File: src/rtl/busy_arbiter_pkg.sv
// busy_arbiter shared constants: FSM encodings and counter widths.
// Build option: BUSYARB_GAP_EN adds the post-run idle guard.
package busy_arbiter_pkg;

  localparam logic [1:0] ST_IDLE = 2'd0;
  localparam logic [1:0] ST_RUN  = 2'd1;
  localparam logic [1:0] ST_GAP  = 2'd2;

  localparam int CNT_W = 16;
  localparam int GAP_W = 8;

endpackage

File: src/rtl/busy_arbiter_if.sv
// busy_arbiter requester/arbiter bundle.
// master = requester side, slave = arbiter side.
interface busy_arbiter_if
  import busy_arbiter_pkg::*;
#(
  parameter int NREQ = 4
);

  logic [NREQ-1:0]  i_req;
  logic [NREQ-1:0]  o_grant;
  logic             o_busy;
  logic [NREQ-1:0]  o_done;
  logic [CNT_W-1:0] o_count;

  modport master (
    output i_req,
    input  o_grant,
    input  o_busy,
    input  o_done,
    input  o_count
  );

  modport slave (
    input  i_req,
    output o_grant,
    output o_busy,
    output o_done,
    output o_count
  );

endinterface

File: src/rtl/busy_arbiter_rr_pick.sv
// rr_pick: combinational round-robin picker, scans upward from i_ptr.
// Lowest offset from the pointer wins; wraps at NREQ-1 -> 0.
module rr_pick #(
  parameter int NREQ = 4,
  parameter int PW   = $clog2(NREQ)
) (
  input  logic [NREQ-1:0] i_req,
  input  logic [PW-1:0]   i_ptr,
  output logic            o_any,
  output logic [PW-1:0]   o_idx,
  output logic [NREQ-1:0] o_onehot
);

  logic [PW:0]   sum;
  logic [PW-1:0] cand;

  always_comb begin
    o_any    = 1'b0;
    o_idx    = '0;
    o_onehot = '0;
    sum      = '0;
    cand     = '0;
    // walk offsets high to low so the nearest hit overwrites
    for (int off = NREQ - 1; off >= 0; off--) begin
      sum = {1'b0, i_ptr} + (PW+1)'(off);
      if (sum >= (PW+1)'(NREQ))
        sum = sum - (PW+1)'(NREQ);
      cand = sum[PW-1:0];
      if (i_req[cand]) begin
        o_any = 1'b1;
        o_idx = cand;
      end
    end
    if (o_any)
      o_onehot = NREQ'(1) << o_idx;
  end

endmodule

File: src/rtl/busy_arbiter.sv
// busy_arbiter: round-robin owner of a fixed-length countdown resource.
// Option: define BUSYARB_GAP_EN for GAP idle cycles after each run.
module busy_arbiter
  import busy_arbiter_pkg::*;
#(
  parameter int NREQ       = 4,
  parameter int MAX_AMOUNT = 22,
  parameter int GAP        = 2
) (
  input  logic           i_clk,
  input  logic           i_reset_n,
  busy_arbiter_if.slave  bus
);

  localparam int PW = $clog2(NREQ);

  if (NREQ < 2 || NREQ > 16) begin : g_bad_nreq
    $error("busy_arbiter: NREQ must be 2..16");
  end
  if (MAX_AMOUNT < 2 || MAX_AMOUNT > 65535) begin : g_bad_max
    $error("busy_arbiter: MAX_AMOUNT must be 2..65535");
  end
  if (GAP < 1 || GAP > 255) begin : g_bad_gap
    $error("busy_arbiter: GAP must be 1..255");
  end

`ifdef BUSYARB_GAP_EN
  localparam logic [1:0] ST_END = ST_GAP;
  logic [GAP_W-1:0] gap_cnt;
`else
  localparam logic [1:0] ST_END = ST_IDLE;
`endif

  logic [1:0]       state;
  logic [CNT_W-1:0] cnt;
  logic [NREQ-1:0]  grant;
  logic [NREQ-1:0]  done;
  logic [PW-1:0]    ptr;

  logic             any;
  logic [PW-1:0]    pick;
  logic [NREQ-1:0]  pick_oh;
  logic             owner_req;

  rr_pick #(
    .NREQ (NREQ),
    .PW   (PW)
  ) u_pick (
    .i_req    (bus.i_req),
    .i_ptr    (ptr),
    .o_any    (any),
    .o_idx    (pick),
    .o_onehot (pick_oh)
  );

  assign owner_req = |(bus.i_req & grant);

  always_ff @(posedge i_clk or negedge i_reset_n) begin
    if (!i_reset_n) begin
      state <= ST_IDLE;
      cnt   <= '0;
      grant <= '0;
      done  <= '0;
      ptr   <= '0;
`ifdef BUSYARB_GAP_EN
      gap_cnt <= '0;
`endif
    end else begin
      done <= '0;
      case (state)
        ST_IDLE: begin
          if (any) begin
            grant <= pick_oh;
            cnt   <= CNT_W'(MAX_AMOUNT - 1);
            ptr   <= (pick == PW'(NREQ - 1)) ? '0 : pick + PW'(1);
            state <= ST_RUN;
          end
        end
        ST_RUN: begin
          // owner dropping its request is an abort: no done pulse
          if (!owner_req || cnt == CNT_W'(1)) begin
            if (owner_req)
              done <= grant;
            cnt   <= '0;
            grant <= '0;
            state <= ST_END;
`ifdef BUSYARB_GAP_EN
            gap_cnt <= GAP_W'(GAP);
`endif
          end else begin
            cnt <= cnt - CNT_W'(1);
          end
        end
`ifdef BUSYARB_GAP_EN
        ST_GAP: begin
          if (gap_cnt <= GAP_W'(1))
            state <= ST_IDLE;
          else
            gap_cnt <= gap_cnt - GAP_W'(1);
        end
`endif
        default: state <= ST_IDLE;
      endcase
    end
  end

  assign bus.o_grant = grant;
  assign bus.o_done  = done;
  assign bus.o_count = cnt;
  assign bus.o_busy  = (cnt != '0);

`ifdef FORMAL
  a_onehot: assert property (@(posedge i_clk) disable iff (!i_reset_n)
    $onehot0(grant));
  a_busy: assert property (@(posedge i_clk) disable iff (!i_reset_n)
    bus.o_busy == (grant != '0));
  a_step: assert property (@(posedge i_clk) disable iff (!i_reset_n)
    (state == ST_RUN && owner_req && cnt != CNT_W'(1))
      |=> cnt == $past(cnt) - CNT_W'(1));
  m_hold: assume property (@(posedge i_clk) disable iff (!i_reset_n)
    (state == ST_RUN) |-> owner_req);
`endif

endmodule

File: src/flat_wrapper.sv
// flat-port wrapper written by rule: the top's interface ports become plain ports
module busy_arbiter_flat import busy_arbiter_pkg::*;
#(
  parameter int NREQ       = 4,
  parameter int MAX_AMOUNT = 22,
  parameter int GAP        = 2
)
  (i_clk, i_reset_n, bus_i_req, bus_o_grant, bus_o_busy, bus_o_done, bus_o_count);
  busy_arbiter_if #(.NREQ(NREQ)) bus_i ();
  input  logic i_clk;
  input  logic i_reset_n;
  input wire logic [$bits(bus_i.i_req)-1:0] bus_i_req;
  output wire logic [$bits(bus_i.o_grant)-1:0] bus_o_grant;
  output wire logic [$bits(bus_i.o_busy)-1:0] bus_o_busy;
  output wire logic [$bits(bus_i.o_done)-1:0] bus_o_done;
  output wire logic [$bits(bus_i.o_count)-1:0] bus_o_count;
  assign bus_i.i_req = bus_i_req;
  assign bus_o_grant = bus_i.o_grant;
  assign bus_o_busy = bus_i.o_busy;
  assign bus_o_done = bus_i.o_done;
  assign bus_o_count = bus_i.o_count;
  busy_arbiter #(.NREQ(NREQ), .MAX_AMOUNT(MAX_AMOUNT), .GAP(GAP)) u_core (.i_clk(i_clk), .i_reset_n(i_reset_n), .bus(bus_i));
endmodule
File: config.mk
export PLATFORM = sky130hd
export DESIGN_NAME = busy_arbiter_flat
export DESIGN_NICKNAME = d
export VERILOG_FILES = /design/src/rtl/busy_arbiter_pkg.sv /design/src/rtl/busy_arbiter_if.sv /design/src/rtl/busy_arbiter_rr_pick.sv /design/src/rtl/busy_arbiter.sv /design/src/flat_wrapper.sv
export SDC_FILE = /design/constraint.sdc
export NUM_CORES = 1
export LEC_CHECK = 0
export BUFFER_PORTS_ARGS = -buffer_cell sky130_fd_sc_hd__buf_2
export CAP_MARGIN = 20
export CORE_MARGIN = 1.5
export CORE_UTILIZATION = 49
export CTS_CLUSTER_SIZE = 10
export DETAILED_ROUTE_END_ITERATION = 12
export HOLD_SLACK_MARGIN = 0.12
export PLACE_DENSITY = 0.79
export SETUP_SLACK_MARGIN = 0.02
export SKIP_CTS_REPAIR_TIMING = 1
export SLEW_MARGIN = 40
export SYNTH_ARGS = -nofsm -noshare
export SYNTH_HDL_FRONTEND = slang
export SYNTH_HIERARCHICAL = 1
export SYNTH_SLANG_ARGS = --single-unit
export TNS_END_PERCENT = 100
File: constraint.sdc
create_clock -name i_clk -period 1.68 [get_ports i_clk]
set_input_delay 0.336 -clock i_clk [delete_from_list [all_inputs] [get_ports i_clk]]
set_output_delay 0.336 -clock i_clk [all_outputs]
set_load 0.01 [all_outputs]
==> metrics list, run 1 <==
- The flow ran to the end, but the final reports show violations.
- The checks that failed: negative setup slack.
- Crit Reg-Reg Startpoint: u_core/bus.o_count[1]
- Post-route clock skew: approximately 0.0041 ns
- For the worst-skew pair, the clock arrives at the later sink with an insertion delay of roughly 0.32 ns.
- Portion of netlist area occupied by mux cells: 0.0267
- Power comes to slightly below 4 mW.
* P per Cell Area: between 1500 and 2000 nW/um^2
* H-tree depth: 1
- The pre-antenna-repair detailed-routing pass consisted of 4 iterations.
* Post-Syn Area: 1550 um^2
- The finished cells cover 2240 um^2.
* Placer Congestion: roughly 0.9
* Number of flops mapped to enable cells by yosys: 0
* Path depth of the worst reg2reg path: 8
* FF+latch area: roughly 680 um^2
* Number of hold-slack violations in the final timing report: 0
- For this run, asynchronously set or reset flops after synthesis account for 1.00.
* Final instance count without filler cells: 278
* Simple logic cell fraction of the synthesized area: 0.224
* Post-placement cell count: 265
- Post-synth cell types: between 40 and 50
* Worst slew margin relative to its limit: 0.594
- Total Routing Usage GR: 0.242
- Area of placed instances: slightly below 2000 um^2
* Fin crit share: 1.22
* Routed len/inst: between 15 and 20 um
* Hold Crit Class: in -> reg
- STA puts the critical path data arrival time at around 1.7 ns.
- STA puts the critical path data required time at ~1.3 ns.
- Post-synthesis sequential area ratio: 0.437
- The via count of the first global-routing pass came to about 1400.
* Die footprint: approximately 3500 um^2
- The cell sitting at the root of the clock tree is a clkbuf_4.
* Boundary pin count: 31
- CP Class: reg -> out
* Slew Limit Fails: 0
- Row generation in the floorplan step produced 20 rows.
- IR analysis of the VDD net gives a maximum drop of 0.925 mV.
- The number of clock buffers added by TritonCTS is 3.
- Final core utilization: 0.738
* Pin count of the biggest net entering global routing: 28
- The area fraction in compound gates after synthesis is 0.238.
- Yosys printed 6 warnings.
- Post-Synthesis Net Count: 175
- Across all setup checks in the final design, the least slack found is -0.363 ns.
- Maximum Capacitance Violations: 0
- Count of inserted antenna diode cells: 0
* XOR/XNOR share of the synthesized area: 0.0113
- Static timing analysis puts the maximum clock frequency at 490 MHz.
- Summed over all cells, the static leakage comes to roughly 1.1 nW.
- Combined area of the multi-input logic cells: approximately 990 um^2
- Clock Sinks: 27
- Grt ovf: 0
- Seq cells post-synth: 27
- Buffers from clock root to sink, at most: 2
- In the synthesized netlist, the number of instances is 166.
- Of the cells placed in the final design, the portion with a size suffix greater than 1 is 0.479.
- Once detail routing completed, the nets flagged for antenna violations numbered 0.
* Initial Utilization: 0.511
- Clock input transition at the sequential cells of the worst setup and hold paths: approximately 0.14 ns
- Global-route wire length before repair: between 6000 and 7000 um
- Of all nets on the critical path, the largest fanout is 3.
* Horizontal die dimension: ~60 um
* Vertical extent of the die: approximately 60 um
- The final layout contains around 240 nets.
* Antenna violations before repair: 0
- Vias/cell: around 5.8
- Setup repair after global routing could not meet its margin everywhere.
- Wires add up to around 4500 um.
* Average instance area after synthesis: approximately 9.3 um^2
- For this block, the initial DRC count from the detailed router was 69.
- Setup crit end kind: output pin
- The filler cells instantiated in the layout total 205.
- Layout area overhead: 44.5%
- The worst hold path passes through 4 cells.
- After layout, the minimum clock period comes to 2.04 ns.
- At the pin with the least slew margin, the transition time is slightly above 0.6 ns.
- Post-Synth Adder-Cell Area: 0.0243
* Combinational family with the most area after synthesis: compound AO/OA/AOI/OAI gates
* Core area: between 3000 and 4000 um^2
- After detailed routing, the number of remaining DRC violations is 0.
* DR vias: 1620
- In this run the worst setup path begins at u_core/bus.o_count[4].
- Top flip-flop cell by instance count after synthesis: dfrtp_1
- The worst hold path begins at bus_i_req[2].
* # setup viols final: 14
* Post-DP HPWL: 3040 um
* CP Launch Type: flop
- Port buffering added 30 buffers.
- TritonCTS clock tree: done
[power by group]
group	internal, mW	switching [mW]
Clock	0.0930	0.180
Combinational	1.23	1.31
Sequential	0.842	0.296
Total	2.17	1.78
[metal layers]
layer	vias up	GRT usage	wire, um
li1	756	-	-
met1	778	0.311	1940
met2	71	0.402	2180
met3	15	0.0284	241
met4	0	0.114	133
met5	-	0	0
[kinds of logic (layout without fill, tap and decap cells)]
logic type	Yosys count	after routing
AOI/OAI and AO/OA	56	56
xor gates and xnor gates	2	2
buffers and inverters	11	78
adders and majority gates	3	3
and+or+nand+nor	63	64
muxes	4	4
DFF	27	27
[Yosys cell counts, types with 3 or more instances]
| master | count | area (um^2) |
|---|---|---|
| a21oi_1 | 12 | 60.1 |
| dfrtp_1 | 27 | 676 |
| ha_1 | 3 | 37.5 |
| nor3_1 | 6 | 30.0 |
| a22oi_1 | 3 | 22.5 |
| clkbuf_1 | 3 | 11.3 |
| nand2b_1 | 6 | 37.5 |
| o21ai_0 | 6 | 30.0 |
| mux2i_1 | 3 | 30.0 |
| a21o_1 | 4 | 30.0 |
| a22o_1 | 3 | 26.3 |
| and2_1 | 4 | 25.0 |
| o31ai_1 | 3 | 22.5 |
| nand2_1 | 16 | 60.1 |
| o21ai_1 | 6 | 30.0 |
| o22ai_1 | 5 | 31.3 |
| inv_1 | 5 | 18.8 |
| nor2_1 | 14 | 52.6 |
| a31oi_1 | 5 | 31.3 |
| nand3_1 | 3 | 15.0 |
[sequential cells by signal (all words and copies together) (netlist names)]
name,cells
u_core/bus.o_count,16
u_core/bus.o_done,4
u_core/bus.o_grant,4
u_core/ptr,2
u_core/state,1
[worst max-delay path, cell delays in order, from the launching register on]
cell,delay [ns]
dfrtp_2,0.45
nor4_4,0.34
nand3_2,0.13
or3_4,0.34
buf_6,0.13
[worst paths after layout]
check	endpoint	slack (ns)
hold / removal	u_core/bus.o_grant[2]	0.41
setup reg to reg	u_core/bus.o_count[5]	-0.13
min in group asynchronous	u_core/bus.o_count[14]	0.54
hold reg to reg	u_core/bus.o_count[14]	0.57
setup / recovery	bus_o_busy	-0.36
max in group asynchronous	u_core/bus.o_count[7]	0.71
[cell type report]
type                       count  area share
timing repair buffer          69       0.207
sequential                    27       0.306
clock buffer                   4      0.0118
tap                           44      0.0246
inverter                       5     0.00951
multi-input combinational    129       0.442
[cell usage in the layout (no fill, tap or decap), drive strengths merged, types with 2 or more instances in the layout]
| master | n |
|---|---|
| o21ai | 12 |
| nand3 | 4 |
| a22oi | 3 |
| mux2i | 3 |
| a22o | 3 |
| and3 | 3 |
| nor3 | 6 |
| o22ai | 5 |
| a21oi | 12 |
| nand2b | 6 |
| o31ai | 3 |
| and2 | 4 |
| a31oi | 5 |
| dfrtp | 27 |
| a21o | 4 |
| nor2b | 2 |
| nor2 | 14 |
| nor4 | 4 |
| buf | 68 |
| nand2 | 16 |
| inv | 5 |
| xnor2 | 2 |
| ha | 3 |
| clkbuf | 4 |
| or3 | 2 |
[metrics by stage]
| stage | hold WS [ns] | TNS, ns | setup WS [ns] |
|---|---|---|---|
| 3_3_place_gp | 0.368 | 0 | 0.00337 |
| 6_report | 0.415 | -0.973 | -0.363 |
| 5_1_grt | 0.425 | -2.85 | -0.455 |
| 3_5_place_dp | 0.373 | -0.169 | -0.0757 |
| 4_1_cts | 0.00930 | -0.711 | -0.417 |
| 2_1_floorplan | 0.0404 | -0.0277 | -0.0122 |
Power figures use the tool's default switching activity.
==> inputs of run 2 (changes only) <==
--- a/config.mk
+++ b/config.mk
@@ -8,13 +8,14 @@
 export BUFFER_PORTS_ARGS = -buffer_cell sky130_fd_sc_hd__buf_2
 export CAP_MARGIN = 20
 export CORE_MARGIN = 1.5
-export CORE_UTILIZATION = 49
+export CORE_UTILIZATION = 50
 export CTS_CLUSTER_SIZE = 10
 export DETAILED_ROUTE_END_ITERATION = 12
 export HOLD_SLACK_MARGIN = 0.12
-export PLACE_DENSITY = 0.79
+export PLACE_DENSITY = 0.78
 export SETUP_SLACK_MARGIN = 0.02
 export SKIP_CTS_REPAIR_TIMING = 1
+export SKIP_LAST_GASP = 1
 export SLEW_MARGIN = 40
 export SYNTH_ARGS = -nofsm -noshare
 export SYNTH_HDL_FRONTEND = slang
==> constraint.sdc (replaced) <==
create_clock -name i_clk -period 2.4 [get_ports i_clk]
set_input_delay 0.48 -clock i_clk [delete_from_list [all_inputs] [get_ports i_clk]]
set_output_delay 0.48 -clock i_clk [all_outputs]
set_load 0.01 [all_outputs]
==> metrics list, run 2 (same netlist as run 1, synthesis figures left out) <==
* Number of flip-flops under the largest register name: 16 (unchanged)
- The worst supply voltage drop on vdd is 0.531 mV (-43%).
- The arrival time reported for the critical path endpoint was 1.80 ns (+0.09 ns).
- Boundary pin count: 31 (unchanged)
* CTS Buf Count: 3 (unchanged)
* Count of inserted antenna diode cells: 0 (unchanged)
- Crit path from: u_core/bus.o_count[4]
- The critical path ends at bus_o_busy.
* Drt drc: 0 (unchanged)
- The clock sink count is 27 (unchanged).
* Post-route clock skew: 0.00509 ns (+0.000963 ns)
- The total power divided by cell area came to 1200 nW/um^2 (-32%).
- CP Class: reg -> out
- For this run, the top clock speed supported by timing is ~440 MHz.
- FF+latch area: 677 um^2 (-0.92%)
- Post-DP HPWL: 2560 um (-16%)
* Port-buffer cells: 30 (unchanged)
- Grt ovf: 0 (unchanged)
- The worst setup path is captured at an output pin.
* Slowest library cell on the worst path: dfrtp_1
- Via count of the first global-routing pass: 1339 (-4.8%)
* Pin slew with the least headroom to its limit: 0.675 ns (+0.0653 ns)
- Num rows: 20 (unchanged)
- The multi-input combinational cell area is 821 um^2 (-17%).
- Buffers from clock root to sink, at most: 2 (unchanged)
- Root Driver: clkbuf_4
- The average vias per placed instance is 6.12 (+5.0%).
- The largest net degree at the start of global routing is 28 (unchanged).
- The number of max-slew violations in the final report came to 0 (unchanged).
* Die footprint: 3440 um^2 (-1.9%)
- Walking the worst path, the cells encountered are nor4_4, nand3_1, or3_1, buf_2.
- Minimum period implied by the final worst setup slack: roughly 2.3 ns
- Setup TNS after final layout: 0 ns (+0.973 ns)
- The max-cap violation count was 0 (unchanged).
- The number of H-tree levels is 1 (unchanged).
- Path depth of the worst reg2reg path: 7 (-1)
- The number of DRC markers after the initial detailed-route iteration is 93 (+35%).
* Initial Utilization: 0.515 (+0.00426)
* Placer Congestion: 0.905 (-2.1%)
* Stage delay of the slowest cell on the critical path: 0.50 ns (+0.05 ns)
- The data required time of the critical path was 1.92 ns (+0.58 ns).
* Drt first pass iters: 4 (unchanged)
- The library cells used most frequently in the layout, excluding fill and tap cells, are buf_2, dfrtp_1, nand2_1.
- Flop-to-flop setup slack: 0.47 ns (+0.60 ns)
- RR Endpoint: u_core/bus.o_count[8]
- The worst-path maximum fanout came to 7 (+4).
* # setup viols final: 0 (-14)
- The average routed wire per standard cell was 15.5 um (-4.4%).
- TritonCTS built the clock tree.
* Fin crit share: 0.952
* Hold Crit Class: in -> async
* Crit Reg-Reg Startpoint: u_core/bus.o_count[1]
- Clock input transition at the sequential cells of the worst setup and hold paths: 0.16 ns (+0.02 ns)
- Commonest non-fill, non-tap cell in the layout: buf_2
* RSZ-0062 raised after global routing: false
- Number of nets with antenna violations after routing: 0 (unchanged)
- The number of hold violations in the final report is 0 (unchanged).
* Layout filler cell count: 264 (+29%)
- Status: finished, final reports clean
- Source-to-sink clock delay at the later pin of the worst-skew pair: 0.33 ns (about the same)
- The post-route total power is 2.12 mW (-46%).
* Worst slew margin relative to its limit: 0.549 (-0.0452)
* Antenna violations before repair: 0 (unchanged)
- The via count is 1414 (-13%).
* Global-route wire length before repair: 5980 um (-6.1%)
- The area growth from synthesis to layout is 14.2%.
* Leakage power of the design: 0.889 nW (-18%)
* Fraction of final layout cells with drive strength greater than 1: 0.242 (-0.236)
- CP Launch Type: flop
* Core area: 3000 um^2 (-0.83%)
* Fin nets: 208 (-15%)
- Total Routing Usage GR: 0.223 (-0.0182)
- Vertical extent of the die: 58.6 um (-0.95%)
- WL final: 3570 um (-21%)
* Horizontal die dimension: 58.6 um (-0.95%)
==> run 2: cell types whose count changed in the layout (fill, tap and decap cells not counted), sizes merged <==
cell and delta:
clkbuf -1, buf -34, clkinvlp +1, dlygate4sd3 -1, and3 -1
==> run 2: metrics by stage <==
stage | cell area [um^2] | setup WS, ns | util | std cells | hold slack [ns]
floorplan | 1550 | 0.518 | - | 166 | 0.184
global placement | 1710 | 0.502 | 0.568 | 224 | 0.504
detailed placement | 1710 | 0.423 | 0.568 | 224 | 0.507
CTS | 1740 | 0.0230 | 0.578 | 228 | 0.144
global route | 1770 | 0.0282 | 0.589 | 231 | 0.158
finish | 1770 | 0.116 | 0.589 | 231 | 0.129
==> run 2: worst min path at each step <==
stage | endpoint | depth (start not counted)
after floorplan | u_core/bus.o_count[0] | 0
after global placement | u_core/bus.o_count[14] | 1
after detailed placement | u_core/bus.o_count[14] | 1
after CTS | u_core/bus.o_count[9] | 1
after global routing | u_core/bus.o_count[9] | 1
final | u_core/bus.o_count[9] | 1
==> run 2: layout make-up <==
class,instances,area share
clock buffers,3,0.0127
clock inverters,1,0.00425
inverters,5,0.0106
multi-input cells,128,0.464
flip-flops and latches,27,0.383
well taps,33,0.0234
repair buffers,34,0.102
==> run 2: per-layer routing <==
layer  vias to the layer above  routed length (um)  global-route usage
li1                        675                   -                   -
met1                       683                1510               0.291
met2                        52                1850               0.379
met3                         4                 183              0.0352
met4                         0                  30              0.0779
met5                         -                   0                   0
==> run 2: where the power goes <==
part / total, mW / internal, mW / switching (mW) / leakage (nW)
logic: 1.11 / 0.496 / 0.615 / 0.517
clock network: 0.206 / 0.0638 / 0.143 / 0.0139
registers: 0.807 / 0.580 / 0.227 / 0.358
total: 2.12 / 1.14 / 0.985 / 0.889
==> run 2: worst max-delay path: cells and delay by family (launching register included) <==
family	cells	cell delay (ns)
simple gates	3	0.83
flops	1	0.50
buf+inv	1	0.14
==> inputs of run 3 (changes only) <==
--- a/config.mk
+++ b/config.mk
@@ -12,7 +12,7 @@
 export CTS_CLUSTER_SIZE = 10
 export DETAILED_ROUTE_END_ITERATION = 12
 export HOLD_SLACK_MARGIN = 0.12
-export PLACE_DENSITY = 0.78
+export PLACE_DENSITY = 0.76
 export SETUP_SLACK_MARGIN = 0.02
 export SKIP_CTS_REPAIR_TIMING = 1
 export SKIP_LAST_GASP = 1
==> metrics list, run 3 (same netlist as run 1, synthesis figures left out) <==
* Placer Congestion: 0.842 (-6.9%)
- Post-DP HPWL: 2480 um (-3.4%)
- The filler cell count in the final layout was 258 (-2.3%).
* Source-to-sink clock delay at the later pin of the worst-skew pair: 0.32 ns (about the same)
- The final routed DRC violation total is 0 (unchanged).
- The switching part of the total power came to 0.457 (-0.00626).
- The number of nets with antenna violations after routing was 0 (unchanged).
- Minimum period implied by the final worst setup slack: 2.28 ns (-0.00247 ns)
* Status: finished, final reports clean
- The setup TNS was 0 ns (unchanged).
- The internal power contribution came to 1.13 mW (-0.69%).
* Horizontal die dimension: 58.6 um (unchanged)
- Crit path max fanout: 5 (-2)
- The number of antenna repair diodes came to 0 (unchanged).
* CP Class: reg -> out
* Data arrival time of the critical path: 1.80 ns (about the same)
- The number of port buffers was 30 (unchanged).
- The global-route total usage across every layer was 0.215 (-0.00794).
* Commonest cells after routing, fill and taps aside: buf_2, dfrtp_1, nand2_1
- Buffers from clock root to sink, at most: 2 (unchanged)
* Drt first pass iters: 4 (unchanged)
- The global-route wire length before repair was 5730 um (-4.2%).
- Via count of the first global-routing pass: 1244 (-7.1%)
- WL final: 3390 um (-5.0%)
- The switching power summed over all nets is 954 uW (-3.2%).
- The worst setup path is launched from a flop.
- Core area: 3000 um^2 (unchanged)
- The total global routing overflow was 0 (unchanged).
* Required time of the worst setup path: 1.92 ns (about the same)
* Post-placement cell count: 224 (unchanged)
* Number of flip-flops under the largest register name: 16 (unchanged)
- Boundary pin count: 31 (unchanged)
- Number of DRC markers in iteration 0: 94 (+1.1%)
* Clock input transition at the sequential cells of the worst setup and hold paths: 0.14 ns (-0.02 ns)
- Flop pwr share: 0.385 (+0.005)
* Num rows: 20 (unchanged)
- Pin count of the biggest net entering global routing: 28 (unchanged)
- The clock sink count came to 27 (unchanged).
- The average routed wire per standard cell is 14.7 um (-5.0%).
- The number of max-slew violations in the final report is 0 (unchanged).
* Fraction of final layout cells with drive strength greater than 1: 0.237 (-0.00505)
* Maximum Capacitance Violations: 0 (unchanged)
- H-tree depth: 1 (unchanged)
- The post-route total power came to 2.09 mW (-1.8%).
- Die footprint: 3440 um^2 (unchanged)
- Worst vdd ir: 0.493 mV (-7.0%)
* # setup viols final: 0 (unchanged)
- DR vias: 1382 (-2.3%)
- Fin crit share: 0.951 (-0.00103)
- The register-to-register setup slack was 0.47 ns (about the same).
- Pin slew with the least headroom to its limit: 0.685 ns (+0.0108 ns)
* Number of hold-slack violations in the final timing report: 0 (unchanged)
- Hold Crit Class: in -> async
* Final instance count without filler cells: 231 (unchanged)
- The total power divided by cell area was 1180 nW/um^2 (-1.6%).
- The worst clock skew on the final layout came to 0.0124 ns (+0.00732 ns).
* Setup crit end kind: output pin
- The remaining max-slew budget at the tightest pin came to 0.541 (-0.00720).
- Clk network pwr share: 0.092 (-0.005)
* TritonCTS clock tree: done
- CTS Buf Count: 3 (unchanged)
- Antenna violations before repair: 0 (unchanged)
- Fin nets: 208 (unchanged)
* Leakage power of the design: 0.891 nW (+0.23%)
- The library cell used most frequently in the layout, excluding fill and tap cells, is buf_2.
- RSZ-0062 raised after global routing: true
- The initial core utilization is 0.515 (unchanged).
* Vias/cell: 5.98 (-2.3%)
- Root Driver: clkbuf_4
* Layout area overhead: 14.0%
- The highest clock frequency the design can meet is 438 MHz (+0.11%).
- Vertical extent of the die: 58.6 um (unchanged)
- The power share of the combinational group was 0.523 (about the same).
## run 3: cell types whose count changed in the layout (fill, tap and decap cells not counted)
cell        change
clkinvlp_4      -1
clkbuf_1        +1
## run 3: critical path, cell delays in order, from the launching register on
cell and delay, ns:
dfrtp_1 0.46, nor4_4 0.38, nand2_1 0.15, or3_1 0.36, buf_2 0.14
## run 3: final timing paths
path                                        start                endpoint  depth (start not counted)
max reg2reg                 u_core/bus.o_count[1]   u_core/bus.o_count[3]                          7
max in group asynchronous               i_reset_n   u_core/bus.o_count[4]                          1
max                        u_core/bus.o_count[10]              bus_o_busy                          4
min reg2reg                u_core/bus.o_count[14]  u_core/bus.o_count[14]                          1
min in group i_clk         u_core/bus.o_count[14]  u_core/bus.o_count[14]                          1
min                                     i_reset_n   u_core/bus.o_grant[2]                          1
## run 3: through the flow
stage | hold WS (ns) | instance area [um^2] | setup slack, ns | util
floorplan | 0.184 | 1550 | 0.518 | -
global route | 0.153 | 1760 | 0.0236 | 0.588
CTS | 0.156 | 1730 | 0.0586 | 0.577
global placement | 0.494 | 1710 | 0.495 | 0.568
finish | 0.136 | 1760 | 0.118 | 0.588
detailed placement | 0.515 | 1710 | 0.425 | 0.568
## run 3: area by class of cell
cell class	count	area [um^2]	area share
clock buffers	4	26.3	0.0149
inverters	5	18.8	0.0106
repair buffers	34	180	0.102
multi-input cells	128	821	0.465
well taps	33	41.3	0.0234
flip-flops and latches	27	677	0.384
## run 3: per-layer routing
metal | track usage | vias to the layer above | part of all wire
li1 | - | 674 | -
met1 | 0.277 | 664 | 0.43
met2 | 0.361 | 38 | 0.52
met3 | 0.0396 | 6 | 0.031
met4 | 0.0844 | 0 | 0.012
met5 | 0 | - | 0
## run 3: power by group through the flow
stage	Clock (mW)	Sequential, mW	Combinational (mW)
global placement	0	0.793	0.977
floorplan	0	0.794	0.721
detailed placement	0	0.809	1.01
global route	0.220	0.833	1.22
CTS	0.193	0.799	1.02
finish	0.192	0.803	1.09
